$ cat src/rtl/lc3b_types.sv
// Shared LC-3b type definitions: machine word and instruction-cache controller states.
package lc3b_types;

   typedef logic [15:0] lc3b_word;

   typedef enum logic [1:0] {
      CHECK  = 2'd0,
      FILL   = 2'd1,
      SETTLE = 2'd2
   } lc3b_icache_state_t;

   localparam int ICACHE_OFFSET_BITS = 4;

endpackage

$ cat src/rtl/sat_counter.sv
// Up-counter that sticks at all-ones; a synchronous clear takes priority over an increment.
module sat_counter #(
   parameter int WIDTH = 16
) (
   input  logic             clk,
   input  logic             rst_n,
   input  logic             clr,
   input  logic             inc,
   output logic [WIDTH-1:0] count
);

   always_ff @(posedge clk or negedge rst_n) begin
      if (!rst_n) begin
         count <= '0;
      end else if (clr) begin
         count <= '0;
      end else if (inc && (count != {WIDTH{1'b1}})) begin
         count <= count + 1'b1;
      end
   end

endmodule

$ cat src/rtl/i_cache_control.sv
// Control FSM for the 2-way instruction cache: zero-wait hits, line fill on miss,
// and saturating hit/miss counters for performance measurement.
module i_cache_control
   import lc3b_types::*;
#(
   parameter int CTR_WIDTH = 16
) (
   input  logic                 clk,
   input  logic                 rst_n,
   input  logic                 mem_read,
   input  lc3b_word             mem_address,
   output logic                 mem_resp,
   input  logic                 hit,
   input  logic                 lru_out,
   input  logic                 waydatamux_sel,
   output logic                 lru_write,
   output logic                 lru_data,
   output logic                 way0_write,
   output logic                 way1_write,
   output logic                 way0_valid_data,
   output logic                 way1_valid_data,
   output logic                 pmem_read,
   output lc3b_word             pmem_address,
   input  logic                 pmem_resp,
   input  logic                 ctr_clear,
   output logic [CTR_WIDTH-1:0] hit_count,
   output logic [CTR_WIDTH-1:0] miss_count
);

   localparam int LINE_W = 16 - ICACHE_OFFSET_BITS;

   lc3b_icache_state_t state;
   logic               victim;
   logic [LINE_W-1:0]  line_addr;
   logic               hit_evt;
   logic               miss_evt;
   logic               unused_offset;

   // Byte offset within the line never reaches memory; fills are line-aligned.
   assign unused_offset = ^mem_address[ICACHE_OFFSET_BITS-1:0];

   assign hit_evt  = (state == CHECK) && mem_read && hit;
   assign miss_evt = (state == CHECK) && mem_read && !hit;

   // Victim and line address are captured at miss time so datapath inputs
   // changing during the fill cannot redirect it.
   always_ff @(posedge clk or negedge rst_n) begin
      if (!rst_n) begin
         state     <= CHECK;
         victim    <= 1'b0;
         line_addr <= '0;
      end else begin
         case (state)
            CHECK: begin
               if (miss_evt) begin
                  victim    <= lru_out;
                  line_addr <= mem_address[15:ICACHE_OFFSET_BITS];
                  state     <= FILL;
               end
            end
            FILL: begin
               if (pmem_resp) begin
                  state <= SETTLE;
               end
            end
            SETTLE: begin
               state <= CHECK;
            end
            default: begin
               state <= CHECK;
            end
         endcase
      end
   end

   always_comb begin
      mem_resp   = 1'b0;
      lru_write  = 1'b0;
      lru_data   = 1'b0;
      way0_write = 1'b0;
      way1_write = 1'b0;
      pmem_read  = 1'b0;
      case (state)
         CHECK: begin
            if (hit_evt) begin
               mem_resp  = 1'b1;
               lru_write = 1'b1;
               lru_data  = ~waydatamux_sel;
            end
         end
         FILL: begin
            pmem_read = 1'b1;
            if (pmem_resp) begin
               way0_write = ~victim;
               way1_write = victim;
            end
         end
         default: begin
         end
      endcase
   end

   assign pmem_address    = {line_addr, {ICACHE_OFFSET_BITS{1'b0}}};
   assign way0_valid_data = 1'b1;
   assign way1_valid_data = 1'b1;

   sat_counter #(.WIDTH(CTR_WIDTH)) u_hit_ctr (
      .clk   (clk),
      .rst_n (rst_n),
      .clr   (ctr_clear),
      .inc   (hit_evt),
      .count (hit_count)
   );

   sat_counter #(.WIDTH(CTR_WIDTH)) u_miss_ctr (
      .clk   (clk),
      .rst_n (rst_n),
      .clr   (ctr_clear),
      .inc   (miss_evt),
      .count (miss_count)
   );

endmodule

$ cat config.mk
export PLATFORM = sky130hd
export DESIGN_NAME = i_cache_control
export DESIGN_NICKNAME = d
export VERILOG_FILES = /design/src/rtl/lc3b_types.sv /design/src/rtl/sat_counter.sv /design/src/rtl/i_cache_control.sv
export SDC_FILE = /design/constraint.sdc
export NUM_CORES = 1
export LEC_CHECK = 0
export CAP_MARGIN = 20
export CORE_ASPECT_RATIO = 0.8
export CORE_MARGIN = 2
export CORE_UTILIZATION = 35
export DETAILED_ROUTE_END_ITERATION = 10
export HOLD_SLACK_MARGIN = 0.06
export PLACE_DENSITY = 0.66
export SLEW_MARGIN = 0
export SYNTH_ARGS = -nofsm -noshare
export SYNTH_HDL_FRONTEND = slang
export SYNTH_HIERARCHICAL = 1
export SYNTH_SLANG_ARGS = --single-unit
$ cat constraint.sdc
create_clock -name clk -period 5.2 [get_ports clk]
set_clock_uncertainty 0.1 [all_clocks]
set_input_delay 1.3 -clock clk [delete_from_list [all_inputs] [get_ports clk]]
set_output_delay 1.3 -clock clk [all_outputs]
set_load 0.1 [all_outputs]
# Word level (Yosys, flattened, before mapping)
# Index checks and enable logic that the tools add are counted.
# W data, S select, Z words.
# classes
n_addsub	2
bitwise	2
n_reduce_logical	11
mux	16
n_eq_ne	5
# ops
operator	n
$mux W16	4
$add A16 B1 Y16 const B	2
$ne A16 B16 Y1 const B	2
$mux W1	9
$logic_and A1 B1 Y1	5
$mux W2	2
$pmux W2 S2	1
$reduce_and A2 Y1	2
$reduce_bool A2 Y1	2
$eq A2 B1 Y1 const B	1
$logic_not A2 Y1	1
$ne A2 B1 Y1 const B	1
$ne A2 B2 Y1 const B	1
$not A1 Y1	2
$logic_not A1 Y1	1
# word_totals
in_bits	24
regBits	47
out_inout_bits	56
word_cells	41

# Longest topological paths before layout
# depth
word_depth	6
mapped_depth	7
depth_no_buf	5

# Cells and area by module
# The synthesis kept the hierarchy.
# modules_own_cells
mod	area_per_inst_um2	n_inst	cells_each	seq_area_each_um2
sat_counter	942.2	2	98	400.4
i_cache_control	688.2	1	50	375.4

# Worst setup path before layout
# No wires, ideal clock.
# synth_path
path_type	input to output
startpoint	in hit
endpoint	out lru_data
slack_ns	-0.390
t_arrival_ns	4.190
cell_stages	2
path_buffers	0
required_time_ns	3.800
cell_sequence	nand2_1 -> nor4_1
# synth_via
elab_chain_cells	3
# synth_lines
item	line_no	source
from (decl)	i_cache_control.sv:13	input logic hit,
$logic_and A1 B1 Y1	i_cache_control.sv:42	assign hit_evt = (state == CHECK) && mem_read && hit;
$mux W1	i_cache_control.sv:85	if (hit_evt) begin
$mux W1	i_cache_control.sv:83	case (state)
to (decl)	i_cache_control.sv:17	output logic lru_data,
# No other way between the ends.

# Worst setup path in the final report
# Same ends and word-level chain as after synthesis.

==> flow_summary_export.csv <==
group,metric,value,unit
run_status,status,"complete, no violations",
timing,fin_tns_setup,0,ns
synth,synth-seq-cells,47,
drt,drc,0,
grt,overflow,0,
timing,tightest_slew,0.9955,ns
drt,drt_iter0_markers,87,
drt,drtPass1Iterations,4,
drt,totalWireLength,6131,um
synth,synth_xor_area_share,0,%
synth,yosys.area_share.simple,26.36,%
synth,yosys_warnings,6,
synth,synth_cell_types,37,
power_and_ir_drop,ir_worst_vdd,0.0002892,V
synth,avgSynthCellArea,10.46,sq um
drt,drt-wirelength-per-cell,15.29,um
timing,finalCritPeriodShare,74.50,%
setup_path,worstSetupStartpoint,"hit",
layout,final_common_cell,"clkdlybuf4s50_1",
place,dp_hpwl,4240,um
cts,root_buffer,"clkbuf_8",
cts,clk_latency,0.30,ns
synth,ys.flop_type,"dfrtp_1",
cts,cts-hold-fix-buffers,0,
synth,netlist_instances,246,
place,gp_congestion,0.8259,
setup_path,crit_fanout,3,
setup_path,cp-endpoint,"lru_data",
cts,cts_buffers,5,
layout,multi_input_area,0.001284,sq mm
drt,postRouteAntennaNets,0,
setup_path,r2r_setup_slack,2.75,ns
timing,rsz0062_at_grt,"no",
power_and_ir_drop,power_leakage,1.351,nW
setup_path,arrival,2.47,ns
synth,synth_edf_count,0,
die,die_h,80.68,um
power_and_ir_drop,power.total,1.041,mW
synth,synthesis.area,0.002572,sq mm
layout,nets,339,
place,portBuffers,69,
cts,cts_setup_buffers,0,
cts,cts_resized,0,
setup_path,reg2reg_to,"u_hit_ctr/count[15]",
die,die_area,0.008056,sq mm
layout,fill_cells,656,
grt,grt_start_max_net_pins,48,
die,core_area,0.006993,sq mm
synth,synth_top_family_by_area,"simple AND/OR/NAND/NOR gates",
grt,grt_pass1_wl,10030,um
hold_path,holdCritPathClass,"reg -> reg",
setup_path,crit_path_end_kind,"output pin",
grt,antenna_found_initial,0,
cts,cts.sinks,47,
cts,cts_tree,"built",
layout,antennaDiodeCount,0,
layout,layout_common_cells,"clkdlybuf4s50_1, dfrtp_1, a21oi_1",
cts,clk_pin_slew,0.09,ns
layout,drive_above_1_share,17.83,%
setup_path,r2r_start,"u_hit_ctr/count[0]",
cts,htreeDepth,2,
timing,maxSlewViolCount,0,
run,drv_cap,0,
timing,hold_viol_final,0,
die,pin_count,80,
layout,syn_to_final_growth,32.59,%
layout,regArea,0.001176,sq mm
setup_path,start_kind,"input port",
die,rows,27,
synth,synth.yosys.seq_area_share,45.72,%
synth,synth_compound_gate_area_share,12.06,%
setup_path,critical_path_required,3.80,ns
die,dieWidth,99.85,um
timing,max_freq,258.1,MHz
power_and_ir_drop,power_density,305.3,mW/mm^2
drt,vias,2197,
cts,clock_path_buffers,2,
setup_path,crit_type,"in -> out",
die,start_util,36.79,%
synth,synth-async-reset-ratio,100.0,%
setup_path,r2r_cells,5,
synth,synthMuxAreaShare,9.193,%
drt,via_per_inst,5.479,
timing,setup_viol,0,
timing,relSlewSlack,33.42,%
grt,track_usage,15.53,%
grt,grt_pass1_vias,2025,
timing,min_period,3.874,ns
synth,synth_fa_ha_area_share,0.9728,%
-- kinds of logic (layout without fill, tap and decap cells) --
kind of cell,count (synthesis),in the layout
AOI/OAI and AO/OA,49,49
buffers and inverters,24,88
muxes,21,21
DFF,47,47
other,2,6
adders and majority gates,2,2
and+or+nand+nor,101,101
-- cell type report --
cell class / count / area share [%]
Clock inverter: 3 / 0.5869
Clock buffer: 5 / 2.018
Inverter: 6 / 0.6603
Multi-Input combinational cell: 179 / 37.64
Tap cell: 87 / 3.191
Timing Repair Buffer: 74 / 21.42
Sequential cell: 47 / 34.48
-- Yosys cell counts (2+ instances only) --
library cell,count,area [sq um]
or4_1,10,75.07
buf_4,7,52.55
or3_1,4,25.02
ha_1,2,25.02
buf_6,3,33.78
nand4_2,2,25.02
nor2b_1,9,56.30
nor4_1,9,56.30
inv_1,6,22.52
nand3_1,6,30.03
nand3b_1,2,15.01
mux2_2,13,146.4
a211oi_2,2,25.02
o31ai_1,14,105.1
o21ai_1,6,30.03
nand4_1,12,75.07
and3_1,4,25.02
nand2_1,13,48.80
dfrtp_1,47,1176
clkbuf_1,8,30.03
nor4_4,2,42.54
or3_2,2,15.01
or4_2,4,35.03
a21oi_1,23,115.1
o211ai_2,2,25.02
and4_2,4,40.04
conb_1,2,7.510
nor3_1,4,20.02
nor2_1,8,30.03
o21ai_0,2,10.01
mux2_1,8,90.09
-- through the flow --
stage	worst slack [ns]	std cells	util, %	cell area [sq um]	hold WS (ns)
floorplan	0.7379	250	-	2599	0.3954
global placement	1.348	392	47.11	3294	0.3888
detailed placement	1.330	392	47.11	3294	0.3943
CTS	1.335	400	48.38	3383	0.4190
global route	1.222	401	48.77	3411	0.4336
finish	1.326	401	48.77	3411	0.4158
-- worst max-delay path, cell delays in order --
cell	delay, ns
clkdlybuf4s50_1	0.54
nand2_1	0.13
nor4_2	0.17
buf_4	0.33
-- where the power goes --
group          switching (mW)  leakage (nW)  internal, mW
Combinational           0.306         0.686        0.0962
Clock                   0.128        0.0402        0.0938
Sequential             0.0219         0.625         0.396
-- sequential cells by signal (all words and copies together) (netlist names) --
signal / flops
u_hit_ctr/count: 16
u_miss_ctr/count: 16
line_addr: 12
state: 2
victim: 1
-- worst min path at each step --
stage                     slack (ns)      endpoint    startpoint  depth (start not counted)
after floorplan                 0.40        victim        victim                          1
after global placement          0.39  line_addr[7]  line_addr[7]                          1
after detailed placement        0.39  line_addr[1]  line_addr[1]                          1
after CTS                       0.42  line_addr[4]  line_addr[4]                          1
after global routing            0.43  line_addr[4]  line_addr[4]                          1
final                           0.42  line_addr[4]  line_addr[4]                          1
-- metal layers --
layer	global-route usage (%)	wire, um	vias to the layer above
met2	22.16	2656	55
met4	2.192	18	0
met3	5.918	411	2
li1	-	-	1056
met5	0	0	-
met1	22.69	3044	1084
No activity file was read; power rests on OpenSTA's default activity.
